**config.mk**
```make
export PLATFORM = sky130hd
export DESIGN_NAME = instr_fetch
export DESIGN_NICKNAME = d
export VERILOG_FILES = /design/src/rtl/fetch_pkg.sv /design/src/rtl/instr_fifo.sv /design/src/rtl/instr_fetch.sv
export SDC_FILE = /design/constraint.sdc
export NUM_CORES = 1
export LEC_CHECK = 0
export CAP_MARGIN = 0
export CORE_MARGIN = 3
export CORE_UTILIZATION = 55
export CTS_CLUSTER_DIAMETER = 40
export CTS_CLUSTER_SIZE = 16
export DETAILED_ROUTE_END_ITERATION = 6
export DONT_BUFFER_PORTS = 1
export PLACE_DENSITY_LB_ADDON = 0.12
export SLEW_MARGIN = 20
export SYNTH_ARGS = -nofsm -noshare
export SYNTH_HDL_FRONTEND = slang
export SYNTH_SLANG_ARGS = --single-unit
```
**constraint.sdc**
```tcl
create_clock -name clk -period 3.14 [get_ports clk]
set_input_delay 0.628 -clock clk [delete_from_list [all_inputs] [get_ports clk]]
set_output_delay 0.628 -clock clk [all_outputs]
set_load 0.005 [all_outputs]
```
**src/rtl/fetch_pkg.sv**
```systemverilog
// ============================================================================
// Module   : fetch_pkg
// Purpose  : Shared types and constants for the instruction fetch stage.
// Revision : 1.0 - initial release
// ============================================================================
`default_nettype none

package fetch_pkg;

  localparam int BUS_W   = 32;
  localparam int PC_W    = 32;
  localparam int PC_INCR = 4;

  typedef enum logic [1:0] {
    IDLE = 2'd0,
    REQ  = 2'd1,
    WAIT = 2'd2
  } fetch_state_t;

  typedef struct packed {
    logic [BUS_W-1:0] instr;
    logic [PC_W-1:0]  pc;
  } fetch_entry_t;

  localparam int ENTRY_W = $bits(fetch_entry_t);

endpackage

`default_nettype wire

```
**src/rtl/instr_fifo.sv**
```systemverilog
// ============================================================================
// Module   : instr_fifo
// Purpose  : Synchronous FIFO of fetched instructions with flush.
// Revision : 1.0 - initial release
// ============================================================================
`default_nettype none

module instr_fifo
  import fetch_pkg::*;
#(
  parameter int DEPTH = 4,
  parameter int CNT_W = $clog2(DEPTH) + 1
) (
  input  logic               clk,
  input  logic               rst_n,
  input  logic               push,
  input  logic [ENTRY_W-1:0] wdata,
  input  logic               pop,
  input  logic               flush,
  output logic [ENTRY_W-1:0] head,
  output logic [CNT_W-1:0]   count,
  output logic               full,
  output logic               empty
);

  localparam int PTR_W = $clog2(DEPTH);

  logic [ENTRY_W-1:0] r_mem [DEPTH];
  logic [PTR_W-1:0]   r_wr_ptr;
  logic [PTR_W-1:0]   r_rd_ptr;
  logic [CNT_W-1:0]   r_count;
  logic               w_do_push;
  logic               w_do_pop;

  assign empty     = (r_count == '0);
  assign full      = (r_count == CNT_W'(DEPTH));
  assign count     = r_count;
  assign head      = r_mem[r_rd_ptr];
  assign w_do_push = push && !flush;
  assign w_do_pop  = pop && !flush && !empty;

  always_ff @(posedge clk) begin
    if (w_do_push) begin
      r_mem[r_wr_ptr] <= wdata;
    end
  end

  // Pointers wrap naturally because DEPTH is a power of two.
  always_ff @(posedge clk) begin
    if (!rst_n || flush) begin
      r_wr_ptr <= '0;
      r_rd_ptr <= '0;
      r_count  <= '0;
    end else begin
      if (w_do_push) begin
        r_wr_ptr <= r_wr_ptr + 1'b1;
      end
      if (w_do_pop) begin
        r_rd_ptr <= r_rd_ptr + 1'b1;
      end
      r_count <= r_count + CNT_W'(w_do_push) - CNT_W'(w_do_pop);
    end
  end

endmodule

`default_nettype wire

```
**src/rtl/instr_fetch.sv**
```systemverilog
// ============================================================================
// Module   : instr_fetch
// Purpose  : Fetch stage: one outstanding imem read, buffered for the decoder.
// Revision : 1.0 - initial release
// ============================================================================
`default_nettype none

module instr_fetch
  import fetch_pkg::*;
#(
  parameter int                  BUS_WIDTH  = BUS_W,
  parameter int                  PC_WIDTH   = PC_W,
  parameter int                  FIFO_DEPTH = 4,
  parameter logic [PC_WIDTH-1:0] RESET_PC   = '0
) (
  input  logic                 clk,
  input  logic                 rst_n,
  output logic                 imem_req,
  output logic [PC_WIDTH-1:0]  imem_addr,
  input  logic [BUS_WIDTH-1:0] imem_rdata,
  input  logic                 imem_rvalid,
  input  logic                 redirect_valid,
  input  logic [PC_WIDTH-1:0]  redirect_pc,
  input  logic                 halt,
  output logic                 instr_valid,
  output logic [BUS_WIDTH-1:0] instr,
  output logic [PC_WIDTH-1:0]  instr_pc,
  input  logic                 next_instr
);

  localparam int CNT_W = $clog2(FIFO_DEPTH) + 1;

  fetch_state_t       r_state;
  fetch_state_t       w_state_next;
  logic [PC_WIDTH-1:0] r_pc;
  logic [PC_WIDTH-1:0] w_pc_next;
  logic [PC_WIDTH-1:0] r_req_pc;
  logic               r_discard;
  logic               w_discard_next;
  logic               w_push;
  logic               w_pop;
  logic               w_full;
  logic               w_empty;
  logic               w_room;
  logic [CNT_W-1:0]   w_count;
  logic [ENTRY_W-1:0] w_head_bits;
  fetch_entry_t       w_head;
  fetch_entry_t       w_wr_entry;

  // The in-flight request reserves a slot, so a response can always be pushed.
  assign w_room = (w_count + CNT_W'(r_state == WAIT)) < CNT_W'(FIFO_DEPTH);
  assign w_pop  = next_instr && !redirect_valid;

  always_comb begin
    w_state_next   = r_state;
    w_pc_next      = r_pc;
    w_discard_next = r_discard;
    w_push         = 1'b0;
    imem_req       = 1'b0;
    case (r_state)
      IDLE: begin
        if (!halt && !redirect_valid && w_room) begin
          w_state_next = REQ;
        end
      end
      REQ: begin
        imem_req     = 1'b1;
        w_pc_next    = r_pc + PC_WIDTH'(PC_INCR);
        w_state_next = WAIT;
      end
      WAIT: begin
        if (imem_rvalid) begin
          w_state_next   = IDLE;
          w_discard_next = 1'b0;
          w_push         = !r_discard && !redirect_valid && (!w_full || w_pop);
        end
      end
      default: w_state_next = IDLE;
    endcase
    // A request already on the bus cannot be cancelled, only its data dropped.
    if (redirect_valid) begin
      w_pc_next = redirect_pc & ~PC_WIDTH'(3);
      if (r_state == REQ || (r_state == WAIT && !imem_rvalid)) begin
        w_discard_next = 1'b1;
      end
    end
  end

  always_ff @(posedge clk) begin
    if (!rst_n) begin
      r_state   <= IDLE;
      r_pc      <= RESET_PC;
      r_req_pc  <= RESET_PC;
      r_discard <= 1'b0;
    end else begin
      r_state   <= w_state_next;
      r_pc      <= w_pc_next;
      r_discard <= w_discard_next;
      if (r_state == REQ) begin
        r_req_pc <= r_pc;
      end
    end
  end

  assign w_wr_entry = '{instr: imem_rdata, pc: r_req_pc};

  instr_fifo #(
    .DEPTH (FIFO_DEPTH),
    .CNT_W (CNT_W)
  ) u_fifo (
    .clk   (clk),
    .rst_n (rst_n),
    .push  (w_push),
    .wdata (w_wr_entry),
    .pop   (w_pop),
    .flush (redirect_valid),
    .head  (w_head_bits),
    .count (w_count),
    .full  (w_full),
    .empty (w_empty)
  );

  assign w_head      = fetch_entry_t'(w_head_bits);
  assign imem_addr   = r_pc;
  assign instr_valid = !w_empty;
  assign instr       = w_empty ? '0 : w_head.instr;
  assign instr_pc    = w_empty ? '0 : w_head.pc;

endmodule

`default_nettype wire
```
==> results of run 1 <==
synth_stat cells (8+ instances only):
library cell | number | share of area [%]
edfxtp_1 | 248 | 58
nand2_1 | 76 | 2.2
dfxtp_1 | 72 | 11
and2_1 | 70 | 3.4
mux4_2 | 62 | 11
clkbuf_1 | 38 | 1.1
a21boi_0 | 25 | 1.5
o21ai_0 | 19 | 0.74
a21oi_1 | 17 | 0.66
nand3_1 | 16 | 0.62
nor2_1 | 15 | 0.44
xnor2_1 | 14 | 0.95
buf_2 | 12 | 0.47
nand4_1 | 11 | 0.53
nand2b_1 | 10 | 0.49
or4_1 | 9 | 0.52
and4_1 | 8 | 0.54
inv_1 | 8 | 0.23
o31ai_1 | 8 | 0.47
worst max-delay path, cell delays in order, from the launching register on:
cell and delay [ps]:
dfxtp_4 660, buf_12 300, mux4_2 530, and2_1 210
metrics by stage:
stage               setup slack, ps  std cells  power (mW)  hold slack [ps]  area (um^2)
floorplan                     592.4        822       4.840            447.7        12900
global placement              732.3       1098       4.877            472.0        13310
detailed placement            701.5       1098       4.885            485.3        13310
CTS                           211.0       1168       9.469            162.3        14670
global route                  119.4       1168       9.688            170.9        14670
finish                        281.6       1169       9.374            186.6        14670
per-layer routing:
| metal | part of all wire (%) | routed length, um | track usage (%) |
|---|---|---|---|
| met5 | 0 | 0 | 0 |
| met4 | 2.2 | 583 | 6.208 |
| met3 | 8.4 | 2222 | 6.764 |
| met2 | 48 | 12700 | 33.98 |
| met1 | 41 | 10800 | 27.28 |
where the power goes:
part           switching, mW  leakage, nW  internal (mW)  total [mW]
sequential            0.0833         2.85           4.58        4.66
clock                   1.76        0.653           2.81        4.58
combinational         0.0738         1.23         0.0599       0.134
total                   1.92         4.74           7.45        9.37
final timing paths:
check / end / slack (ps)
max reg2reg: u_fifo.count[2] / 680
max: instr_pc[17] / 280
min: r_state[0] / 190
min reg2reg: r_state[0] / 490
state kept, by name, summed over array words and instances (netlist names), named ones only:
name,flops
imem_addr,30
r_discard,1
r_req_pc,30
r_state,2
u_fifo.count,3
u_fifo.r_mem,248
u_fifo.r_rd_ptr,2
u_fifo.r_wr_ptr,2
layout make-up:
class | instances | area, um^2
sequential | 320 | 8896
clock buffer | 44 | 1059
inverter | 9 | 33.78
timing repair buffer | 19 | 255.2
antenna | 1 | 2.502
multi-input combinational | 437 | 3736
fill | 1654 | 8173
clock inverter | 26 | 300.3
tap | 313 | 391.6
kinds of logic after synthesis:
family,Yosys count
other,1
adders and majority gates,8
xor gates and xnor gates,17
muxes,63
AOI/OAI and AO/OA,96
and+or+nand+nor,249
buffers and inverters,65
DFF,320
==> results_dict.tcl, run 1 <==
set metrics [dict create \
    status "completed" \
    post_cts_buffers 0 \
    critPathRequiredTime_ps 2510 \
    tns_ps 0 \
    yosysWarnings 0 \
    die_x_um 159.0 \
    ant_nets 0 \
    synth_edf_count 248 \
    synth-adder-area-share_pct 0.8354 \
    cts_buffers 39 \
    finalHoldViolCount 0 \
    post-route-util_pct 64.23 \
    drt_iter0_markers 455 \
    drv_cap 0 \
    final-setup-viol-count 0 \
    synthMuxAreaShare_pct 10.92 \
    clk_latency_ps 510 \
    die_y_um 159.0 \
    rows 55 \
    crit_arrival_ps 2230 \
    maxSlewViolCount 0 \
    min_path_type "input pin to flip-flop" \
    timing.fmax_mhz 349.8 \
    reg2reg_from "u_fifo.count[1]" \
    synth_top_family_by_area "multiplexers" \
    min_from "halt" \
    crit_path_end_kind "primary output" \
    min_period_ps 2858 \
    async_flop_share_pct 0 \
    netlist_area_um2 12880 \
    clk_path_buf_depth 3 \
    root_buffer "clkbuf_16" \
    viasPerCell 5.989 \
    worstRegToRegCells 10 \
    die-area_um2 25290 \
    routedWlPerCell_um 22.50 \
    clk_pin_slew_ps 60 \
    powerDensity_nw_per_um2 638.8 \
    area_growth_pct 13.92 \
    gp_congestion 0.8716 \
    initial_core_util_pct 56.38 \
    wl_um 26310 \
    rsz0062_at_grt "false" \
    synthSimpleGateAreaFrac_pct 10.81 \
    grt_pass1_wl_um 41790 \
    worst_slew_pin_slew_ps 727.0 \
    synth_compound_area_share_pct 5.061 \
    cts_hold_buf 0 \
    top_level_ports 168 \
    synth_xor_area_share_pct 1.156 \
    via_count 7001 \
    final_common_cell "edfxtp_1" \
    crit_path_start_kind "flip-flop" \
    synth_seq_cells 320 \
    leakagePower_nw 4.739 \
    post_cts_resized 0 \
    finalCritPeriodShare_pct 91.03 \
    cts_tree "yes" \
    clkSinkCount 320 \
    hold_depth 1 \
    synth_cell_type_count 53 \
    drive_above_1_share_pct 18.71 \
    port_buffers 0 \
    syn_area_per_cell_um2 15.73 \
    drc 0 \
    synth_ff_type "edfxtp_1" \
    relSlewSlack_pct 50.87 \
    hpwl_um 16340 \
    antenna_found_initial 0 \
    vdd_drop_max_v 0.0003616 \
    grt_max_degree 65 \
    drt_pass1_iterations 7 \
    grt_use_total_pct 20.90 \
    core_area_um2 22850 \
    synthCells 819 \
    grt.overflow.total 0 \
    seq_area_frac_synth_pct 69.00 \
    criticalPathCategory "flip-flop to primary output" \
    final_cell_mix "edfxtp_1 (248), nand2_1 (76), dfxtp_1 (70)" \
    htree_levels 2 \
    fin_skew_ps 15.43 \
    final_nets 904 \
    cp_max_fo 24 \
    grt_pass1_vias 7325 \
]
(Power assumes the default switching activity.)
==> run 2: changes to the inputs <==
--- a/config.mk
+++ b/config.mk
@@ -6,8 +6,8 @@
 export NUM_CORES = 1
 export LEC_CHECK = 0
 export CAP_MARGIN = 0
-export CORE_MARGIN = 3
-export CORE_UTILIZATION = 55
+export CORE_MARGIN = 2
+export CORE_UTILIZATION = 37
 export CTS_CLUSTER_DIAMETER = 40
 export CTS_CLUSTER_SIZE = 16
 export DETAILED_ROUTE_END_ITERATION = 6
==> run 2 against run 1 <==
Sequential cell count is the same. Sequential share of layout area fell by 0.95 points. Register-to-register slack about the same. Power is essentially flat. Hold slack got worse by 7.3 ps. Die area increased by 44%. Via count rose by 0.34%. Critical path depth did not move. Count of clock-buffer cells in the layout increased by 10. Utilization shrank 21 points. Clock skew is 2.3 ps lower. Final cell count increased by 13%. Critical path type unchanged.
==> results_dict.tcl, run 2 (same netlist as run 1, synthesis figures left out) <==
set metrics [dict create \
    drive_above_1_share_pct 19.01 \
    status "completed" \
    regMostFlops "u_fifo.r_mem" \
    rsz0062_at_grt "false" \
    tns_ps 0 \
    cts_tree "yes" \
    rows 68 \
    min_path_type "input pin to flip-flop" \
    grt_max_degree 65 \
    finalHoldViolCount 0 \
    cts_buffers 45 \
    largest_register_ffs 248 \
    htree_levels 2 \
    die_x_um 190.6 \
    vdd_drop_max_v 0.0003225 \
    top_level_ports 168 \
    post_cts_resized 0 \
    clk_pin_slew_ps 50 \
    post_cts_buffers 0 \
    worst_slew_pin_slew_ps 692.0 \
    powerDensity_nw_per_um2 629.2 \
    routedWlPerCell_um 21.93 \
    finalCritPeriodShare_pct 89.04 \
    dp_slack_ps 699.4 \
    drv_cap 0 \
    post-route-util_pct 43.37 \
    grt_pass1_vias 7552 \
    core_area_um2 34370 \
    grt_pass1_wl_um 44590 \
    critPathRequiredTime_ps 2510 \
    cp_slowest_stage_delay_ps 600 \
    via_count 7025 \
    crit_path_end_kind "primary output" \
    final-setup-viol-count 0 \
    crit_path_start_kind "flip-flop" \
    timing.fmax_mhz 357.7 \
    cp_cell_sequence "buf_4 -> mux4_2 -> and2_1" \
    hold_depth 1 \
    holdWs_ps 179.3 \
    maxSlewViolCount 0 \
    clk_latency_ps 520 \
    cts_hold_buf 0 \
    sw_frac_of_total_pct 20.47 \
    hpwl_um 18580 \
    fin_skew_ps 13.10 \
    cp_max_fo 17 \
    diodes 0 \
    area_growth_pct 15.73 \
    relSlewSlack_pct 53.24 \
    clk_path_buf_depth 3 \
    crit_slowest_cell "dfxtp_4" \
    ant_nets 0 \
    wl_um 29010 \
    drt_iter0_markers 333 \
    r2r_slack_ps 680 \
    final_common_cell "edfxtp_1" \
    power_frac_comb_pct 1.5 \
    antenna_found_initial 2 \
    die_y_um 190.6 \
    grt_use_total_pct 16.18 \
    drc 0 \
    criticalPathCategory "flip-flop to primary output" \
    worstRegToRegCells 10 \
    seq_power_share_pct 49.8 \
    initial_core_util_pct 37.47 \
    gp_congestion 0.8072 \
    root_buffer "clkbuf_16" \
    drt_pass1_iterations 5 \
    min_period_ps 2796 \
    leakagePower_nw 4.779 \
    clkSinkCount 320 \
    power.internal_mw 7.459 \
    layout_setup_ws_ps 344.0 \
    grt.overflow.total 0 \
    port_buffers 0 \
    die-area_um2 36320 \
    clkPwrFrac_pct 48.8 \
    viasPerCell 5.310 \
    crit_arrival_ps 2170 \
    p_sw_mw 1.920 \
    final_cell_mix "edfxtp_1 (248), nand2_1 (76), dfxtp_1 (70)" \
    final_nets 912 \
]
==> run 2: cell count changes in the layout (fill, tap and decap cells not counted), sizes merged <==
cell | before | now
inv | 17 | 13
buf | 19 | 21
diode | 1 | 0
clkinvlp | 4 | 2
clkinv | 10 | 19
clkbuf | 44 | 54
bufinv | 4 | 2
==> run 2: cell type report <==
cell class / count / area, um^2
Tap cell: 455 / 569.3
Timing Repair Buffer: 21 / 295.3
Multi-Input combinational cell: 437 / 3736
Inverter: 9 / 33.78
Clock inverter: 27 / 216.5
Clock buffer: 54 / 1160
Sequential cell: 320 / 8896
Fill cell: 3113 / 19470
==> run 2: worst max-delay path, delay by kind of cell, from the launching register on <==
family	cells	cell delay [ps]
buf+inv	1	300
flops	1	600
mux	1	510
simple gates	1	220
==> run 2: metrics by stage <==
stage	cell area [um^2]	total power, mW	cells
finish	14910	9.379	1323
global route	14910	9.696	1323
CTS	14910	9.509	1323
detailed placement	13530	4.892	1242
global placement	13530	4.885	1242
floorplan	12900	4.840	822
==> run 2: layer usage <==
layer	up-vias	wire length, um	track usage (%)
met5	-	22	0
met4	4	606	4.711
met3	49	2230	5.134
met2	231	14150	27.12
met1	3552	12010	20.11
li1	3189	-	-
==> run 2: worst paths after layout <==
check	start	endpoint
worst min-delay path	halt	r_state[0]
worst max register to register	u_fifo.count[2]	u_fifo.count[2]
worst min register to register	r_req_pc[2]	r_req_pc[2]
worst max-delay path	flip-flop	instr[0]
==> run 2: power by group through the flow <==
stage	Sequential (mW)	Combinational [mW]	Clock [mW]
after floorplan	4.72	0.124	0
after global placement	4.75	0.137	0
after detailed placement	4.75	0.140	0
after CTS	4.67	0.141	4.70
after global routing	4.67	0.156	4.87
final	4.67	0.138	4.57
==> run 3: changes to the inputs <==
==> constraint.sdc (replaced) <==
create_clock -name clk -period 3.1 [get_ports clk]
set_input_delay 0.62 -clock clk [delete_from_list [all_inputs] [get_ports clk]]
set_output_delay 0.62 -clock clk [all_outputs]
set_load 0.005 [all_outputs]
==> run 3 against run 2 <==
Final cell count increased by 0.83%. Sequential share of layout area decreased by 1.3 points. Clock power rose by 24%. Count of clock-buffer cells in the layout up 4. Die area unchanged. Critical path depth unchanged. Global-route usage grew 0.41 points. Register-to-register slack lost 50 ps. Non-clock buffer count stayed put. Sequential cell count stayed put. Design area rose by 2.3%.
==> results_dict.tcl, run 3 (same netlist as run 1, synthesis figures left out) <==
set metrics [dict create \
    met1_usage_pct 20.37 \
    critPathRequiredTime_ps 2480 \
    layout_setup_ws_ps 264.0 \
    post_cts_resized 0 \
    finalHoldViolCount 0 \
    dp.cells 1242 \
    min_period_ps 2836 \
    grt.overflow.total 0 \
    die_x_um 190.6 \
    root_buffer "clkbuf_16" \
    relSlewSlack_pct 48.97 \
    crit_path_start_kind "flip-flop" \
    port_buffers 0 \
    drt_pass1_iterations 4 \
    die_y_um 190.6 \
    post_cts_buffers 0 \
    hpwl_um 18580 \
    via_count 7069 \
    powerDensity_nw_per_um2 689.5 \
    leakagePower_nw 4.941 \
    drt_iter0_markers 336 \
    viasPerCell 5.299 \
    cts_buffers 49 \
    largest_register_ffs 248 \
    top_usage_layer "met2" \
    worst_slew_pin_slew_ps 755.2 \
    dp_slack_ps 626.5 \
    reg2reg_from "u_fifo.count[2]" \
    crit_path_end_kind "primary output" \
    status "completed" \
    power.total_mw 10.52 \
    use_met3_pct 5.815 \
    layout.cells.non_filler 1334 \
    cts_hold_buf 0 \
    finalCritPeriodShare_pct 91.48 \
    drive_above_1_share_pct 20.71 \
    die-area_um2 36320 \
    regMostFlops "u_fifo.r_mem" \
    crit_end "instr[0]" \
    criticalPathCategory "flip-flop to primary output" \
    tns_ps 0 \
    ant_nets 0 \
    final_nets 916 \
    htree_levels 2 \
    core_area_um2 34370 \
    min_path_type "input pin to flip-flop" \
    gp_congestion 0.8073 \
    cts_tree "yes" \
    grt_pass1_wl_um 45290 \
    vdd_drop_max_v 0.0004078 \
    rsz0062_at_grt "false" \
    cp_max_fo 17 \
    use_met2_pct 27.43 \
    clk_pin_slew_ps 50 \
    r2r-end "u_fifo.count[2]" \
    grt_max_degree 65 \
    clkSinkCount 320 \
    crit_arrival_ps 2220 \
    clk_path_buf_depth 3 \
    maxSlewViolCount 0 \
    worstRegToRegCells 10 \
    diodes 0 \
    drv_cap 0 \
    final-setup-viol-count 0 \
    drc 0 \
    top_level_ports 168 \
    final_cell_mix "edfxtp_1 (248), nand2_1 (76), dfxtp_1 (70)" \
    fin_skew_ps 10.87 \
    rows 68 \
    grt_pass1_vias 7554 \
    post-route-util_pct 44.37 \
    timing.fmax_mhz 352.6 \
    antenna_found_initial 0 \
    r2r_slack_ps 630 \
    routedWlPerCell_um 22.17 \
    initial_core_util_pct 37.47 \
    area_growth_pct 18.40 \
    final_common_cell "edfxtp_1" \
    clk_latency_ps 560 \
    grt_use_total_pct 16.59 \
    wl_um 29580 \
]
==> run 3: changes by cell type in the layout (fill, tap and decap cells not counted), moves of 3 or more <==
cell and change:
clkbuf_16 +6, bufinv_16 +5, clkbuf_1 -4, clkinv_2 -3
==> run 3: worst min-delay path by stage <==
stage | start | end | slack [ps] | cells past startpoint
after floorplan | u_fifo.count[2] | r_state[0] | 450 | 1
after global placement | r_req_pc[2] | u_fifo.r_mem[2][2] | 470 | 0
after detailed placement | r_req_pc[22] | u_fifo.r_mem[2][22] | 490 | 0
after CTS | halt | r_state[0] | 100 | 1
after global routing | halt | r_state[0] | 110 | 1
final | halt | r_state[0] | 140 | 1
==> run 3: final cells by class <==
type | count | area, um^2
Clock buffer | 58 | 1323
Clock inverter | 34 | 397.9
Fill cell | 3090 | 19120
Inverter | 9 | 33.78
Multi-Input combinational cell | 437 | 3736
Sequential cell | 320 | 8896
Tap cell | 455 | 569.3
Timing Repair Buffer | 21 | 295.3
==> run 3: power by group <==
group	switching [mW]	internal (mW)	total [mW]
Clock	1.99	3.66	5.65
Sequential	0.0812	4.65	4.73
Combinational	0.0806	0.0610	0.142
==> run 3: worst max-delay path, cell delays in order, from the launching register on <==
cell and delay (ps):
dfxtp_4 620, buf_4 300, mux4_2 530, and2_1 200
==> run 3: layer usage <==
layer  vias up  wire (um)
met5         -          0
met4         0        680
met3        54       2314
met2       222      14310
met1      3577      12270
li1       3216          -
==> run 3: through the flow <==
step                instance area (um^2)  hold WS (ps)
floorplan                          12900         447.7
global placement                   13530         474.7
detailed placement                 13530         492.6
CTS                                15250         101.4
global route                       15250         110.7
finish                             15250         135.9
==> variant 1 (settings of run 2) <==
Encoding of `fetch_state_t`: now one-hot (3 bits for 3 states).
--- a/src/rtl/fetch_pkg.sv
+++ b/src/rtl/fetch_pkg.sv
@@ -12,8 +12,8 @@
   localparam int PC_INCR = 4;
 
-  typedef enum logic [1:0] {
-    IDLE = 2'd0,
-    REQ  = 2'd1,
-    WAIT = 2'd2
+  typedef enum logic [2:0] {
+    IDLE = 3'b001,
+    REQ  = 3'b010,
+    WAIT = 3'b100
   } fetch_state_t;
 
Function: same outputs for any inputs over 4 cycles, from zero or initial values and one cycle with rst_n low; so few cycles prove little.
==> variant 1 against run 2 <==
Synthesized area hardly changed. Via count is 0.63% higher. Sequential cell count is 1 higher. Power is 4.0% higher. Highest routed layer is now met4. Cell area is 1.3% higher. Maximum frequency is 1.5% lower. Clock skew is 2.3 ps higher. Routed wire length is 1.2% lower. Setup slack worse by 44 ps.
==> variant 1: results (changes against run 2) <==
Yosys
Ranking of synthesized cells by area: sky130_fd_sc_hd__edfxtp_1 58%, sky130_fd_sc_hd__dfxtp_1 11%, sky130_fd_sc_hd__mux4_2 11% (unchanged). The synthesized instance count is 833 (was 819). The number of different library cells in the post-synthesis netlist is 50 (was 53). Most used standard cells in the synthesized netlist: 248 x sky130_fd_sc_hd__edfxtp_1, 89 x sky130_fd_sc_hd__nand2_1, 73 x sky130_fd_sc_hd__dfxtp_1, 69 x sky130_fd_sc_hd__and2_1, 62 x sky130_fd_sc_hd__mux4_2 (was 248 x sky130_fd_sc_hd__edfxtp_1, 76 x sky130_fd_sc_hd__nand2_1, 72 x sky130_fd_sc_hd__dfxtp_1, 70 x sky130_fd_sc_hd__and2_1, 62 x sky130_fd_sc_hd__mux4_2). The register area share after synthesis came to 0.691 (was 0.690).

Placed design
The post-placement cell area was 13600 sq um (was 13500 sq um). The total half-perimeter wirelength after legalization and detailed placement is 18.4 mm (was 18.6 mm).

Cells and area
The number of inserted filler cells in the final layout was 3066 (was 3113). The net total in the final layout is 931 (was 912). The number of cells in the finished layout apart from fillers is 1342 (was 1323).

The ratio of cells with drive above 1 in the final layout is 0.187 (was 0.190).

Global route
The initial antenna violation count is 0 (was 2). The pin count of the biggest net entering global routing is 69 (was 65). The wire length of the first global-routing pass came to 44.0 mm (was 44.6 mm). The all-layer global routing usage is 0.159 (was 0.162).

Power
The leakage power of the design is 0.00483 uW (was 0.00478 uW). The switching fraction of total power is 0.200 (was 0.205).

Detailed routing
The number of DRC markers in iteration 0 is 395 (was 333). The routed wire length per instance was 21.4 microns (was 21.9 microns). The detailed-route vias per instance is 5.27 (was 5.31).

STA
The worst hold slack across all endpoints was 195 ps (was 179 ps). The ratio of final minimum period to clock period came to 0.904 (was 0.890).

Critical path
The maximum fanout along the worst path came to 26 (was 17).

Hold path
The depth of the worst hold-timing path came to 0 (was 1). The terminating pin of the worst hold path is u_fifo.r_mem[1][36] (was r_state[0]).

Clock tree
The number of buffers created by CTS was 44 (was 45).

Run status
Outcome: finished clean (unchanged).
## variant 1: power by group through the flow
stage	registers (uW)	logic, uW	clock network [uW]
2_1_floorplan	4700	94.1	0
3_3_place_gp	4730	88.1	0
3_5_place_dp	4730	91.3	0
4_1_cts	4640	91.9	5170
5_1_grt	4650	104	5330
6_report	4640	91.1	5020
## variant 1: cells by family (layout without fill, tap and decap cells)
logic type / count (synthesis) / count (layout) / share of synthesized area
and+or+nand+nor: 276 / 276 / 0.113
DFF: 321 / 321 / 0.691
buffers and inverters: 59 / 110 / 0.0190
AOI/OAI and AO/OA: 89 / 89 / 0.0476
muxes: 65 / 65 / 0.111
other: 1 / 4 / 0.000291
adders and majority gates: 8 / 8 / 0.00835
xor gates and xnor gates: 14 / 14 / 0.00952
## variant 1: worst max-delay path, cell delays in order (launching register included)
cell and delay (ps):
sky130_fd_sc_hd__dfxtp_4 640, sky130_fd_sc_hd__buf_12 300, sky130_fd_sc_hd__mux4_2 550, sky130_fd_sc_hd__and2_1 190
## variant 1: area by class of cell
type	instances	share of cell area
Inverter	8	0.00199
Multi-Input combinational cell	456	0.249
Sequential cell	321	0.590
Clock inverter	32	0.0265
Clock buffer	48	0.0739
Tap cell	455	0.0377
Timing Repair Buffer	22	0.0209
## variant 1: worst max path at each step
stage                               end  cells after the start
floorplan           u_fifo.r_mem[0][10]                      3
global placement    u_fifo.r_mem[1][18]                      5
detailed placement  u_fifo.r_mem[1][58]                      5
CTS                           instr[26]                      3
global route                  instr[26]                      3
finish                        instr[18]                      3
## variant 1: layer usage
layer	GRT usage	part of all wire	up-vias
li1	-	-	3247
met1	0.203	0.42	3537
met2	0.257	0.47	241
met3	0.0598	0.092	44
met4	0.0414	0.019	0
met5	0	0	-
==> variant 2 (settings of run 2) <==
Made on the original files. The package constant `BUS_W` goes from 32 to 48.
--- a/src/rtl/fetch_pkg.sv
+++ b/src/rtl/fetch_pkg.sv
@@ -8,5 +8,5 @@
 package fetch_pkg;
 
-  localparam int BUS_W   = 32;
+  localparam int BUS_W   = 48;
   localparam int PC_W    = 32;
   localparam int PC_INCR = 4;
Interface: changed (resized imem_rdata and instr); port bits go from 168 to 200. The function was not compared with the original's and may differ.
==> variant 2 against run 2 <==
Cell area increased by 21%. Sequential share of layout area is 0.20 points higher. Setup slack got worse by 100 ps. Power is 32% higher. Register-to-register slack gained 20 ps. Sequential cell count grew 64. Critical path depth is the same. Synthesized cell count up 13%. Routed wire length increased by 17%. Synthesized area is 18% higher. Count of clock-buffer cells in the layout grew 11. Critical endpoint is now instr_pc[16]. Highest routed layer is now met4.
==> variant 2: results (changes against run 2) <==
Placed design
The global placement routability congestion is 0.769 (was 0.807). The total half-perimeter wirelength after legalization and detailed placement came to 21.0 mm (was 18.6 mm). The cell count after placement was 1425 (was 1242).

The post-placement cell area is 16000 sq um (was 13500 sq um).

Global route
The all-layer global routing usage is 0.161 (was 0.162). The initial antenna violation count is 0 (was 2). The wire length of the first global-routing pass is 53.0 mm (was 44.6 mm).

Cells and area
The number of flip-flops in the largest register is 312 (was 248). The ratio of cells with drive above 1 in the final layout came to 0.220 (was 0.190). The net total in the final layout was 1046 (was 912).

Clock tree
The number of buffers created by CTS was 57 (was 45).

Run status
Outcome: finished clean (unchanged).

Yosys
Ranking of synthesized cells by area: sky130_fd_sc_hd__edfxtp_1 61%, sky130_fd_sc_hd__mux4_2 12%, sky130_fd_sc_hd__dfxtp_1 9.4% (was sky130_fd_sc_hd__edfxtp_1 58%, sky130_fd_sc_hd__dfxtp_1 11%, sky130_fd_sc_hd__mux4_2 11%). Most used standard cells in the synthesized netlist: 312 x sky130_fd_sc_hd__edfxtp_1, 86 x sky130_fd_sc_hd__and2_1, 80 x sky130_fd_sc_hd__nand2_1, 78 x sky130_fd_sc_hd__mux4_2, 72 x sky130_fd_sc_hd__dfxtp_1 (was 248 x sky130_fd_sc_hd__edfxtp_1, 76 x sky130_fd_sc_hd__nand2_1, 72 x sky130_fd_sc_hd__dfxtp_1, 70 x sky130_fd_sc_hd__and2_1, 62 x sky130_fd_sc_hd__mux4_2). The number of different library cells in the post-synthesis netlist came to 58 (was 53). The average cell area after synthesis is 16.5 sq um (was 15.7 sq um). The register area share after synthesis is 0.708 (was 0.690). The synthesized-area fraction occupied by ao, oa, aoi and oai cells is 0.0422 (was 0.0506). The xor/xnor share of the synthesized area is 0.00918 (was 0.0116). The adder and majority gate portion of the synthesized area was 0.00705 (was 0.00835).

Power
The worst supply voltage drop on vdd is 0.367 mV (was 0.322 mV). The leakage power of the design was 0.00576 uW (was 0.00478 uW).

STA
The worst relative slew slack is 0.530 (was 0.532).

Detailed routing
The via count is 8047 (was 7025). The number of DRC markers in iteration 0 came to 513 (was 333).

Critical path
The maximum fanout along the worst path came to 13 (was 17).
## variant 2: cells by family (layout without fill, tap and decap cells)
logic type,Yosys count,count (layout)
buffers and inverters,68,143
xor gates and xnor gates,16,16
adders and majority gates,8,8
muxes,80,80
and+or+nand+nor,268,268
AOI/OAI and AO/OA,98,98
other,1,4
DFF,384,384
## variant 2: layout make-up
class,count,area (sq um),area share
flip-flops and latches,384,10800,0.599
repair buffers,25,313,0.0173
clock inverters,43,564,0.0312
clock buffers,65,1490,0.0823
inverters,10,37.5,0.00208
well taps,532,666,0.0368
multi-input cells,474,4180,0.232
## variant 2: where the power goes
part / leakage, uW / internal, uW / switching, uW
registers: 0.00343 / 5530 / 77.9
logic: 0.00135 / 60.9 / 77.9
clock network: 0.000990 / 4280 / 2370
total: 0.00576 / 9870 / 2530
## variant 2: final timing paths
path / start / depth (start not counted) / to / slack [ps]
worst min register to register: r_req_pc[2] / 2 / r_req_pc[2] / 490
worst min-delay path: halt / 1 / r_state[0] / 110
worst max-delay path: flop / 3 / instr_pc[16] / 240
worst max register to register: u_fifo.count[2] / 10 / u_fifo.count[2] / 700
## variant 2: metal layers
layer  track usage  wire length [microns]  share of wire  up-vias
met5             0                      0              0        -
met4        0.0416                    513          0.015        0
met3        0.0570                   2830          0.083       43
met2         0.247                  15700           0.46      259
met1         0.218                  14900           0.44     4096
li1              -                      -              -     3649
## variant 2: metrics by stage
stage	hold WS (ps)	utilization	setup slack, ps	total power (uW)
after floorplan	448	-	223	5800
after global placement	487	0.393	679	5850
after global routing	73.3	0.443	102	12800
after CTS	69.9	0.443	149	12600
final	108	0.443	242	12400
after detailed placement	491	0.393	715	5850
## variant 2: worst max-delay path, cell delays in order (launching register included)
cell	delay, ps
sky130_fd_sc_hd__dfxtp_4	540
sky130_fd_sc_hd__buf_4	330
sky130_fd_sc_hd__mux4_2	600
sky130_fd_sc_hd__and2_1	200
